### src/rtl/vga_draw_scheduler_pkg.sv
// Shared definitions for the VGA draw scheduler.
// Contents:
//   state_t           - scheduler phase encoding (IDLE/BG/PAC/DONE)
//   SEL_*             - source-select codes expected by the VGA mux
//   X_W/Y_W           - adapter coordinate widths
//   SCREEN_W/SCREEN_H - visible raster size
//   CNT_W             - pixel counter width
package vga_draw_scheduler_pkg;

  typedef enum logic [1:0] {
    ST_IDLE = 2'd0,
    ST_BG   = 2'd1,
    ST_PAC  = 2'd2,
    ST_DONE = 2'd3
  } state_t;

  localparam logic [2:0] SEL_BG   = 3'b000;
  localparam logic [2:0] SEL_PAC  = 3'b001;
  localparam logic [2:0] SEL_NONE = 3'b111;

  localparam int X_W      = 8;
  localparam int Y_W      = 7;
  localparam int SCREEN_W = 160;
  localparam int SCREEN_H = 120;
  localparam int CNT_W    = 15;

endpackage

### src/rtl/vga_draw_scheduler_pixel_out_reg.sv
// Registered pixel stage feeding the vga_adapter write port.
// Ports:
//   clock, resetn          - clock, asynchronous active-low clear
//   load                   - a pixel was accepted this cycle
//   x, y, colour           - pixel selected from the granted source
//   vga_x, vga_y, vga_colour, plot - registered outputs; plot follows load
//                            by one cycle, coordinates hold while plot=0
module vga_draw_scheduler_pixel_out_reg
  import vga_draw_scheduler_pkg::*;
(
  input  logic           clock,
  input  logic           resetn,
  input  logic           load,
  input  logic [X_W-1:0] x,
  input  logic [Y_W-1:0] y,
  input  logic           colour,
  output logic [X_W-1:0] vga_x,
  output logic [Y_W-1:0] vga_y,
  output logic           vga_colour,
  output logic           plot
);

  always_ff @(posedge clock or negedge resetn) begin
    if (!resetn) begin
      vga_x      <= '0;
      vga_y      <= '0;
      vga_colour <= 1'b0;
      plot       <= 1'b0;
    end else begin
      plot <= load;
      if (load) begin
        vga_x      <= x;
        vga_y      <= y;
        vga_colour <= colour;
      end
    end
  end

endmodule

### src/rtl/vga_draw_scheduler.sv
// Per-frame arbiter for the single vga_adapter write port. Each accepted
// frame_tick runs an optional background pass (BG_PIXELS pixels) followed by
// a pac-man sprite pass (PAC_PIXELS pixels), then pulses frame_done.
// Ports:
//   clock, resetn              - clock, asynchronous active-low reset
//   frame_tick, full_redraw    - frame start request and pass selection
//   bg_valid/x_bg/y_bg/colour_bg, bg_grant               - background source
//   pac_valid/x_pacman/y_pacman/colour_pacman, pac_grant - sprite source
//   mux_select                 - source code for the VGA mux
//   vga_x, vga_y, vga_colour, plot - registered adapter write
//   busy, frame_done, overrun  - status (overrun is sticky until reset)
//
// Handshake: grant acts as ready. A pixel transfers in every cycle where a
// source's grant and valid are both high; grant depends only on the
// registered state, never on valid, so a source may hold valid freely and
// the non-granted source's valid has no effect.
module vga_draw_scheduler
  import vga_draw_scheduler_pkg::*;
#(
  parameter int BG_PIXELS  = 19200,
  parameter int PAC_PIXELS = 25
) (
  input  logic           clock,
  input  logic           resetn,
  input  logic           frame_tick,
  input  logic           full_redraw,
  input  logic           bg_valid,
  input  logic [X_W-1:0] x_bg,
  input  logic [Y_W-1:0] y_bg,
  input  logic           colour_bg,
  output logic           bg_grant,
  input  logic           pac_valid,
  input  logic [X_W-1:0] x_pacman,
  input  logic [Y_W-1:0] y_pacman,
  input  logic           colour_pacman,
  output logic           pac_grant,
  output logic [2:0]     mux_select,
  output logic [X_W-1:0] vga_x,
  output logic [Y_W-1:0] vga_y,
  output logic           vga_colour,
  output logic           plot,
  output logic           busy,
  output logic           frame_done,
  output logic           overrun
);

  localparam logic [CNT_W-1:0] BG_LAST  = CNT_W'(BG_PIXELS - 1);
  localparam logic [CNT_W-1:0] PAC_LAST = CNT_W'(PAC_PIXELS - 1);

  state_t           state, state_next;
  logic [CNT_W-1:0] cnt, cnt_next;
  logic             accept;
  logic [X_W-1:0]   sel_x;
  logic [Y_W-1:0]   sel_y;
  logic             sel_colour;

  // Everything visible to the sources and the mux decodes the registered
  // state only, so these outputs cannot glitch on input changes.
  assign bg_grant   = (state == ST_BG);
  assign pac_grant  = (state == ST_PAC);
  assign busy       = (state != ST_IDLE);
  assign frame_done = (state == ST_DONE);
  assign mux_select = bg_grant ? SEL_BG : (pac_grant ? SEL_PAC : SEL_NONE);

  assign accept     = (bg_grant & bg_valid) | (pac_grant & pac_valid);
  assign sel_x      = bg_grant ? x_bg      : x_pacman;
  assign sel_y      = bg_grant ? y_bg      : y_pacman;
  assign sel_colour = bg_grant ? colour_bg : colour_pacman;

  always_ff @(posedge clock or negedge resetn) begin
    if (!resetn) begin
      state   <= ST_IDLE;
      cnt     <= '0;
      overrun <= 1'b0;
    end else begin
      state <= state_next;
      cnt   <= cnt_next;
      // A tick is only honoured in IDLE; this includes the DONE cycle,
      // even though IDLE follows immediately.
      if (frame_tick && (state != ST_IDLE)) overrun <= 1'b1;
    end
  end

  always_comb begin
    state_next = state;
    cnt_next   = cnt;
    case (state)
      ST_IDLE: begin
        if (frame_tick) begin
          state_next = full_redraw ? ST_BG : ST_PAC;
          cnt_next   = '0;
        end
      end
      ST_BG: begin
        if (bg_valid) begin
          if (cnt == BG_LAST) begin
            state_next = ST_PAC;
            cnt_next   = '0;
          end else begin
            cnt_next = cnt + 1'b1;
          end
        end
      end
      ST_PAC: begin
        if (pac_valid) begin
          if (cnt == PAC_LAST) state_next = ST_DONE;
          else                 cnt_next   = cnt + 1'b1;
        end
      end
      ST_DONE: state_next = ST_IDLE;
      default: state_next = ST_IDLE;
    endcase
  end

  vga_draw_scheduler_pixel_out_reg u_pixel_out (
    .clock      (clock),
    .resetn     (resetn),
    .load       (accept),
    .x          (sel_x),
    .y          (sel_y),
    .colour     (sel_colour),
    .vga_x      (vga_x),
    .vga_y      (vga_y),
    .vga_colour (vga_colour),
    .plot       (plot)
  );

endmodule

### config.mk
export PLATFORM = sky130hd
export DESIGN_NAME = vga_draw_scheduler
export DESIGN_NICKNAME = d
export VERILOG_FILES = /design/src/rtl/vga_draw_scheduler_pkg.sv /design/src/rtl/vga_draw_scheduler_pixel_out_reg.sv /design/src/rtl/vga_draw_scheduler.sv
export SDC_FILE = /design/constraint.sdc
export NUM_CORES = 1
export LEC_CHECK = 0
export BUFFER_PORTS_ARGS = -buffer_cell sky130_fd_sc_hd__buf_4
export CORE_MARGIN = 8
export CORE_UTILIZATION = 55
export DETAILED_ROUTE_END_ITERATION = 8
export PLACE_DENSITY = 0.9
export SLEW_MARGIN = 10
export SYNTH_ARGS = -nofsm -noshare
export SYNTH_HDL_FRONTEND = slang
export SYNTH_HIERARCHICAL = 1
export SYNTH_SLANG_ARGS = --single-unit
### constraint.sdc
create_clock -name clock -period 3.6 [get_ports clock]
set_input_delay 0.54 -clock clock [delete_from_list [all_inputs] [get_ports clock]]
set_output_delay 0.54 -clock clock [all_outputs]
set_load 0.03 [all_outputs]
* Word level (Yosys, flattened, before mapping)
Index checks and enable logic that the tools add are counted.
** Operators by class
- Reductions and logical operators :: 6
- Eq/ne operators :: 11
- Bitwise operators :: 3
- Mux-type cells :: 18
- Add/sub/neg operators :: 1
** Operators by type and width (count)
- two-way mux 15 bit :: 5
- one-hot mux 15 bit (3 select lines) :: 1
- adder 15 x 1 -> 15 bit, second input constant :: 1
- equality test 15 bit, second input constant :: 1
- equality test 15 x 5 -> 1 bit, second input constant :: 1
- two-way mux 2 bit :: 6
- AND reduction 5 bit :: 2
- two-way mux 8 bit :: 1
- != test 2 bit, second input constant :: 4
- one-hot mux 2 bit (4 select lines) :: 1
- two-way mux 7 bit :: 1
- two-way mux 3 bit :: 2
- equality test 2 bit, second input constant :: 2
- != test 2 x 1 -> 1 bit, second input constant :: 2
- nonzero test 3 bit :: 1
- bitwise AND 1 bit :: 2
- equality test 2 x 1 -> 1 bit, second input constant :: 1
- logical NOT 2 bit :: 1
- nonzero test 2 bit :: 1
- logical AND 1 bit :: 1
- two-way mux 1 bit :: 1
- bitwise OR 1 bit :: 1
** Storage, ports and cells
- Register bits after elaboration :: 35
- Input port bits :: 38
- Output and inout bits :: 25
- Word-level logic and storage cells :: 46

* Longest topological paths before layout
Gate-level depths: netlist (run 1).
- Word-level depth :: 4
- Depth in mapped cells :: 9
- Mapped depth without buffers :: 7

* By module
The synthesis (run 1) kept the hierarchy.
** By module, submodules not included
- vga_draw_scheduler :: cells each 141, area an instance 1371.3 sq um, seq. area each 450.4 sq um, instances 1
- vga_draw_scheduler_pixel_out_reg :: cells each 35, area an instance 674.4 sq um, seq. area each 425.4 sq um, instances 1

* Worst setup path after synthesis (run 1)
No wires, ideal clock.
- Kind :: register to register
- Start :: register state[1]
- End :: register u_pixel_out.vga_x[0]
- Buffers on the path :: 4
- Data required time :: 3.475 ns
- Setup time :: 0.125 ns
- Arrival time :: 2.331 ns
- Period minus slack after synthesis :: 2.456 ns
- Setup slack :: 1.144 ns
- Cell stages (with the launch flop) :: 9
- Cells stage by stage :: dfrtp_1 > inv_1 > ha_1 > clkbuf_1 > buf_1 > a22o_1 > buf_6 > buf_12 > mux2_4
** Between the ends
- Word-level cells in the longest chain between the ends :: 3
- Elaborated cells between the ends (all ways) :: 6
- Those cells by class :: eq/ne (2); mux (1); bitwise (3)
** Ends and longest elaborated chain
- start: declaration :: line vga_draw_scheduler.sv:50 : state_t state, state_next;
- start signal: assignment :: line vga_draw_scheduler.sv:76 : state <= state_next;
- equality test 2 x 1 -> 1 bit :: line vga_draw_scheduler.sv:59 : assign bg_grant = (state == ST_BG);
- via bg_grant :: line vga_draw_scheduler.sv:31 : output logic bg_grant,
- bitwise AND 1 bit :: line vga_draw_scheduler.sv:65 : assign accept = (bg_grant & bg_valid) | (pac_grant & pac_valid);
- bitwise OR 1 bit :: line vga_draw_scheduler.sv:65
- via accept :: line vga_draw_scheduler.sv:52 : logic accept;
- end signal: assignment :: line vga_draw_scheduler_pixel_out_reg.sv:25 : vga_x <= '0;
- end signal: assignment :: line vga_draw_scheduler_pixel_out_reg.sv:32 : vga_x <= x;
- end: declaration :: line vga_draw_scheduler_pixel_out_reg.sv:17 : output logic [X_W-1:0] vga_x,
The timed path passes the listed nets, and every way through them passes these cells.
A chain may end at the register's enable or synchronous reset.

* Worst setup path after layout (run 1)
- Start :: register state[1]
- End :: register cnt[6]
** Between the ends
- Word-level cells in the longest chain between the ends :: 3
- Elaborated cells between the ends (all ways) :: 10
- Those cells by class :: eq/ne (6); mux (1); reduce/logical (3)
** Ends and longest elaborated chain
- equality test 2 bit, or another cell as far along :: line vga_draw_scheduler.sv:87 : case (state)
- != test 2 bit (no source line) or nonzero test 3 bit (tied branches)
- AND reduction 5 bit (no source line)
- end signal: assignment :: line vga_draw_scheduler.sv:77 : cnt <= cnt_next;
- end: declaration :: line vga_draw_scheduler.sv:51 : logic [CNT_W-1:0] cnt, cnt_next;
Several ways; a longest one is shown, not always the timed one.

==> results of run 1 <==
[synth_stat cells, types with 2 or more instances]
cell type	number	share of area, %
sky130_fd_sc_hd__a21oi_1	3	0.73
sky130_fd_sc_hd__a21oi_2	3	1.3
sky130_fd_sc_hd__a22oi_1	2	0.73
sky130_fd_sc_hd__and2_1	2	0.61
sky130_fd_sc_hd__buf_6	3	1.7
sky130_fd_sc_hd__dfrtp_1	35	43
sky130_fd_sc_hd__ha_1	6	3.7
sky130_fd_sc_hd__inv_1	12	2.2
sky130_fd_sc_hd__mux2_2	22	12
sky130_fd_sc_hd__mux2_4	10	7.3
sky130_fd_sc_hd__mux2i_1	2	0.98
sky130_fd_sc_hd__nand2_1	11	2.0
sky130_fd_sc_hd__nand2b_1	2	0.61
sky130_fd_sc_hd__nand3_1	5	1.2
sky130_fd_sc_hd__nand4_1	2	0.61
sky130_fd_sc_hd__nor2_1	6	1.1
sky130_fd_sc_hd__nor2b_1	3	0.92
sky130_fd_sc_hd__nor3_1	2	0.49
sky130_fd_sc_hd__o211ai_1	3	1.1
sky130_fd_sc_hd__o21ai_0	6	1.5
sky130_fd_sc_hd__o22ai_1	2	0.61
sky130_fd_sc_hd__o41ai_1	3	1.3
sky130_fd_sc_hd__or3_1	2	0.61
sky130_fd_sc_hd__or4_1	3	1.1
sky130_fd_sc_hd__xor2_1	4	1.7
[power breakdown]
group / leakage [nW] / switching [mW] / internal, mW / total, mW
Sequential: 0.442 / 0.0724 / 0.515 / 0.587
Clock: 0.0477 / 0.137 / 0.132 / 0.269
Combinational: 0.692 / 0.775 / 0.562 / 1.34
Total: 1.18 / 0.984 / 1.21 / 2.19
[flip-flops by register name, summed over array words and instances, names as in the netlist]
signal	flops
cnt	15
u_pixel_out/vga_x	8
u_pixel_out/vga_y	7
state	2
overrun	1
u_pixel_out/plot	1
u_pixel_out/vga_colour	1
[through the flow]
stage                     worst slack [ns]  utilization [%]  hold WS, ns
after detailed placement             0.909             69.6        0.473
final                                0.903             71.9        0.191
after global placement               0.985             69.6        0.443
after floorplan                       1.14                -        0.244
after global routing                 0.647             71.9        0.225
after CTS                            0.874             71.9        0.208
[metal layers]
layer	routed length [um]	vias to the layer above	global-route usage [%]
li1	-	762	-
met2	2530	62	29.6
met4	63	0	5.47
met3	267	8	5.13
met5	0	-	0
met1	2240	806	21.3
[cell type report]
class                   instances  area [sq um]
clock buffers                   5          68.8
flip-flops and latches         35           876
repair buffers                 63           473
multi-input cells             122          1060
well taps                      48          60.1
fillers                       266          1010
clock inverters                 3          15.0
inverters                      12          45.0
[worst register-to-register path: cells and delay by family (launching register included)]
family	cells	cell delay (ns)
AOI/OAI and AO/OA	2	0.52
and+or+nand+nor	3	1.10
DFF	1	0.37
buffers and inverters	1	0.09
adders and majority gates	1	0.50
[logic make-up after synthesis]
group	share of synthesized area, %
AOI/OAI and AO/OA	12.4
xor gates and xnor gates	2.14
adders and majority gates	3.67
buffers and inverters	5.57
DFF	42.8
muxes	20.4
and+or+nand+nor	13.0
[how the worst max path moves through the flow]
stage	cells after the start	slack, ns	endpoint	startpoint
final	7	0.90	cnt[6]$_DFFE_PN0P_	state[1]$_DFFE_PN0P_
after global placement	4	0.99	u_pixel_out/vga_y[6]$_DFFE_PN0P_	state[1]$_DFFE_PN0P_
after CTS	4	0.87	u_pixel_out/vga_y[1]$_DFFE_PN0P_	state[1]$_DFFE_PN0P_
after detailed placement	4	0.91	u_pixel_out/vga_y[1]$_DFFE_PN0P_	state[1]$_DFFE_PN0P_
after global routing	7	0.65	cnt[6]$_DFFE_PN0P_	state[1]$_DFFE_PN0P_
after floorplan	8	1.14	u_pixel_out/vga_x[0]$_DFFE_PN0P_	state[1]$_DFFE_PN0P_
==> metrics.txt, run 1 <==
result of the run finished, final reports clean; maxcap violations 0; final-stage net count 283; Diodes inserted 0; initial core utilization between 50% and 60%; peak per-stage delay on the critical path 0.50 ns; clk sink count 35; post-synthesis net count 220; Detailed Route WL 5.10 mm; overall power consumption ~2.2 mW; routed vias 1638; Synth Register Bits 35; fin area roughly 0.0026 sq mm; worst-case register-to-register setup slack 0.90 ns; per-cell via count in the routed design between 5 and 6; clock tree from TritonCTS done; number of buffers added by the clock tree synthesis step 5; cts repair resizes 0; detailed router's first-iteration violation count around 100; type of the most critical hold path in2async; category of the worst setup path capture point flop; root cell of the clock tree sky130_fd_sc_hd__clkbuf_8; portion of the post-synthesis area used by sequential elements approximately 43%; crit-path cells inv_1 -> ha_1 -> nor2b_1 -> nor4_4 -> o21ai_4 -> nand2b_1 -> o41ai_1; total global routing overflow 0; antenna violations before repair 0; unrepaired setup endpoints after global routing no; fraction of layout instances using a drive strength above 1 47.5%; GRT Util Overall ~18%; Area Overhead vs Synth 26.8%; Detailed Routing Iterations Pass 1 4; slew at the pin closest to its max-slew limit a little over 0.9 ns; core region area 0.00361 sq mm; port buffer count 62; number of nets with antenna violations after detailed routing 0; final weighted congestion in routability-driven placement between 0.8 and 0.9; vertical extent of the die 77.0 um; Mapped Area 0.00205 sq mm; Cell Pwr Density between 800 and 900 mW/mm^2; Row Count 22; cell with the largest stage delay on the worst path sky130_fd_sc_hd__ha_1; average cell area after synthesis roughly 12 sq um; routed wirelength normalized by instance count ~18 um; capture point of the worst reg-to-reg path cnt[6]$_DFFE_PN0P_; Slew Limit Headroom 39.0%; warning count from the yosys run 6; commonest non-fill, non-tap cells in the layout sky130_fd_sc_hd__buf_4 (63), sky130_fd_sc_hd__dfrtp_1 (35), sky130_fd_sc_hd__mux2_2 (22); Data arrival, critical path ~2.9 ns; Synth Instances about 180; required arrival time at the worst endpoint between 3 and 4 ns; DRC errors left 0; total of endpoints with negative setup slack in the final report 0; Cells after DPL 280; source-to-sink clock delay at the later pin of the worst-skew pair 0.29 ns; family with the most delay on the worst path simple AND/OR/NAND/NOR gates; share of flip-flops with an asynchronous set or reset between 90% and 100%; number of global-route vias before repair 1672; post-synthesis cell type count 47; IR drop worst, VDD approximately 0.42 mV; Cell Count, Final, Fillers Out about 290; first-pass GRT wire length around 8.6 mm; number of enable-type register cells in the synthesized netlist 0; total die area ~0.006 sq mm; Area after DPL approximately 0.0025 sq mm; largest net degree at the start of global routing 36; worst clock skew between 0.006 and 0.007 ns; total negative slack for setup checks 0 ns; CTS clock-pin slew for the worst setup and hold paths approximately 0.070 ns; startpoint types flop; leakage component of the power approximately 1.2 nW; final hold violation count 0; maximum frequency from static timing analysis between 0.3 and 0.4 GHz; htree depth 2; IO Count 63; total count of max-transition violations in the final report 0; portion of the clock cycle consumed by the worst path in the final layout about 75%; number of cells traversed by the worst register-to-register path 7; overall die width a little under 80 um; highest net fanout along the worst path 22; detailed placement HPWL 3.73 mm; total buffers and inverters traversed by the critical path 1; Worst R2R Start state[1]$_DFFE_PN0P_; leading cell type in the layout, fill and taps excluded sky130_fd_sc_hd__buf_4; worst setup path category reg2reg; Synth Flop Type sky130_fd_sc_hd__dfrtp_1; hold buffer count at cts 0; Post-CTS Setup Inserts 0; final period demand of the worst path approximately 2.7 ns; maximum buffer depth of the clock tree 2
No activity file was read; power rests on OpenSTA's default activity.
==> run 2, diff against run 1 <==
- ABC_AREA: default -> 1
- CORE_UTILIZATION: 55 -> 47
- PLACE_DENSITY: 0.9 -> 0.81
- clock period: 3.6 -> 2.23 ns (I/O delays scaled with it)
==> run 2 against run 1 <==
Net effect:
- the flow now finishes with violations (negative hold slack)
- total power grew 64%
- global-route usage fell by 1.1 points
- design area grew 10%
- flip-flop and latch count stayed put
- count of clock-buffer cells in the layout is 1 higher
- clock skew shrank 0.0024 ns
- non-clock buffer count is 3 higher
- via count rose by 33%
- critical endpoint is now mux_select[1]
==> metrics.txt, run 2 <==
result of the run finished with violations; failing checks negative hold slack; startpoint types flop; antenna violations before repair 0; first-pass GRT wire length a little under 10 mm; average cell area after synthesis between 6 and 7 sq um; utilization of the core after routing around three fifths; overall die width 85.2 um; initial core utilization around 48%; library cell occupying the most area in the post-synthesis netlist sky130_fd_sc_hd__dfrtp_1; detailed router's first-iteration violation count 90; Slew Limit Headroom ~70%; hold slack final -0.0169 ns; DRC errors left 0; cell types occupying the most area after synthesis sky130_fd_sc_hd__dfrtp_1 (39%), sky130_fd_sc_hd__nand2_1 (26%), sky130_fd_sc_hd__nand3_1 (6.0%); final hold violation count 27; GRT Util Overall ~17%; IR drop worst, VDD ~0.96 mV; Cell Count, Final, Fillers Out ~440; port buffer count 62; cts repair resizes 0; worst setup path category reg2out; leakage component of the power between 1.5 and 2 nW; Data arrival, critical path around 1.7 ns; total count of max-transition violations in the final report 0; htree depth 2; Detailed Route WL approximately 6 mm; Diodes inserted 0; category of the worst setup path capture point output port; portion of the clock cycle consumed by the worst path in the final layout between 80% and 90%; post-synthesis cell type count 31; number of enable-type register cells in the synthesized netlist 0; Cells after DPL about 430; maxcap violations 0; top register by number of flip-flops cnt; hold buffer count at cts 0; total of endpoints with negative setup slack in the final report 0; source-to-sink clock delay at the later pin of the worst-skew pair ~0.29 ns; total die area slightly above 0.007 sq mm; total global routing overflow 0; fraction of layout instances using a drive strength above 1 approximately a quarter; final-stage net count between 400 and 500; total negative slack for setup checks 0 ns; clock tree from TritonCTS done; commonest non-fill, non-tap cells in the layout sky130_fd_sc_hd__nand2_1 (153), sky130_fd_sc_hd__buf_4 (66), sky130_fd_sc_hd__dfrtp_1 (35); portion of the post-synthesis area used by sequential elements around two fifths; core region area between 0.004 and 0.005 sq mm; Synth Flop Type sky130_fd_sc_hd__dfrtp_1; leading cell type in the layout, fill and taps excluded sky130_fd_sc_hd__nand2_1; IO Count 63; maximum frequency from static timing analysis between 0.5 and 0.6 GHz; type of the most critical hold path in2async; largest registers cnt (15), u_pixel_out/vga_x (8), u_pixel_out/vga_y (7); final period demand of the worst path 1.99 ns; share of Yosys cell area claimed by the top area cell type approximately 40%; max FFs per register 15; Synth Instances between 300 and 400; Cell Pwr Density roughly 1300 mW/mm^2; final weighted congestion in routability-driven placement 0.911; clk sink count 35; Fillers ~420; vertical extent of the die roughly 85 um; top-count cell post-synth sky130_fd_sc_hd__nand2_1; Area Overhead vs Synth 27.0%; Post-CTS Setup Inserts 0; unrepaired setup endpoints after global routing no; Row Count 25; post-synthesis net count 368; Synth Register Bits 35; routed wirelength normalized by instance count around 13 um; number of nets with antenna violations after detailed routing 0; share of flip-flops with an asynchronous set or reset 100%; required arrival time at the worst endpoint ~1.9 ns; CTS clock-pin slew for the worst setup and hold paths roughly 0.07 ns; detailed placement HPWL approximately 4.4 mm; worst clock skew ~0.0045 ns; maximum buffer depth of the clock tree 2; number of buffers added by the clock tree synthesis step 5; per-cell via count in the routed design slightly below 5; warning count from the yosys run 6; Mapped Area 0.00225 sq mm; top cell types by occurrence after synthesis sky130_fd_sc_hd__nand2_1 (153), sky130_fd_sc_hd__dfrtp_1 (35), sky130_fd_sc_hd__inv_1 (29); largest net degree at the start of global routing 36; root cell of the clock tree sky130_fd_sc_hd__clkbuf_8; highest net fanout along the worst path 9; Detailed Routing Iterations Pass 1 4; slew at the pin closest to its max-slew limit 0.440 ns; routed vias 2176; number of global-route vias before repair 2113
run 2: changes by cell type after synthesis, moves of 7 or more:
cell                      previous run  this run
sky130_fd_sc_hd__nand3_1             5        27
sky130_fd_sc_hd__nand2_1            11       153
sky130_fd_sc_hd__inv_1              12        29
sky130_fd_sc_hd__mux2_4             10         0
sky130_fd_sc_hd__nand2_2             0         8
sky130_fd_sc_hd__nor2_1              6        13
sky130_fd_sc_hd__mux2_2             22         0
run 2: final timing paths:
check | from | endpoint | slack (ns) | depth (start not counted)
worst max-delay path | state[0]$_DFFE_PN0P_ | mux_select[1] | 0.24 | 4
worst min-delay path | resetn | cnt[7]$_DFFE_PN0P_ | -0.02 | 1
worst max register to register | state[0]$_DFFE_PN0P_ | u_pixel_out/vga_x[5]$_DFFE_PN0P_ | 0.42 | 8
worst min register to register | u_pixel_out/vga_y[0]$_DFFE_PN0P_ | u_pixel_out/vga_y[0]$_DFFE_PN0P_ | 0.47 | 2
max in group asynchronous | resetn | u_pixel_out/vga_x[7]$_DFFE_PN0P_ | 1.93 | 1
min in group clock | frame_tick | overrun$_DFFE_PN0P_ | 0.32 | 3
run 2: cell type report:
class / count / area [sq um] / area share (%)
clock buffer: 6 / 72.6 / 2.54
multi-input combinational: 245 / 1160 / 40.5
inverter: 33 / 129 / 4.51
tap: 54 / 67.6 / 2.37
timing repair buffer: 66 / 495 / 17.3
sequential: 35 / 876 / 30.7
clock inverter: 2 / 60.1 / 2.10
run 2: power by group:
group	total, mW	switching [mW]	internal [mW]
Clock	0.681	0.234	0.447
Sequential	0.920	0.112	0.808
Combinational	2.00	1.35	0.654
run 2: kinds of logic after synthesis:
kind of cell | Yosys count | share of synthesized area [%]
xor gates and xnor gates | 4 | 1.56
AOI/OAI and AO/OA | 17 | 4.45
adders and majority gates | 6 | 3.34
DFF | 35 | 38.9
and+or+nand+nor | 218 | 42.0
buffers and inverters | 44 | 9.68
run 2: worst max-delay path: stages, from the launching register on:
cell and delay [ns]:
sky130_fd_sc_hd__dfrtp_1 0.39, sky130_fd_sc_hd__inv_1 0.09, sky130_fd_sc_hd__ha_1 0.50, sky130_fd_sc_hd__inv_1 0.18, sky130_fd_sc_hd__buf_4 0.21
run 2: stage by stage:
stage / hold WS [ns] / worst slack [ns] / instance area, sq um / power, mW
3_5_place_dp: 0.316 / 0.435 / 2720 / 2.95
3_3_place_gp: 0.314 / 0.504 / 2720 / 2.91
2_1_floorplan: 0.0389 / 0.301 / 2250 / 2.36
4_1_cts: 0.00711 / 0.246 / 2860 / 3.64
5_1_grt: 0.0231 / 0.173 / 2860 / 3.87
6_report: -0.0169 / 0.244 / 2860 / 3.61
run 2: layer usage:
| layer | track usage [%] | vias to the layer above | wire, um | share of wire, % |
|---|---|---|---|---|
| met5 | 0 | - | 0 | 0 |
| met4 | 5.83 | 0 | 92 | 1.6 |
| met3 | 3.96 | 6 | 332 | 5.7 |
| met2 | 28.9 | 54 | 3040 | 52 |
| met1 | 19.1 | 993 | 2400 | 41 |
| li1 | - | 1123 | - | - |
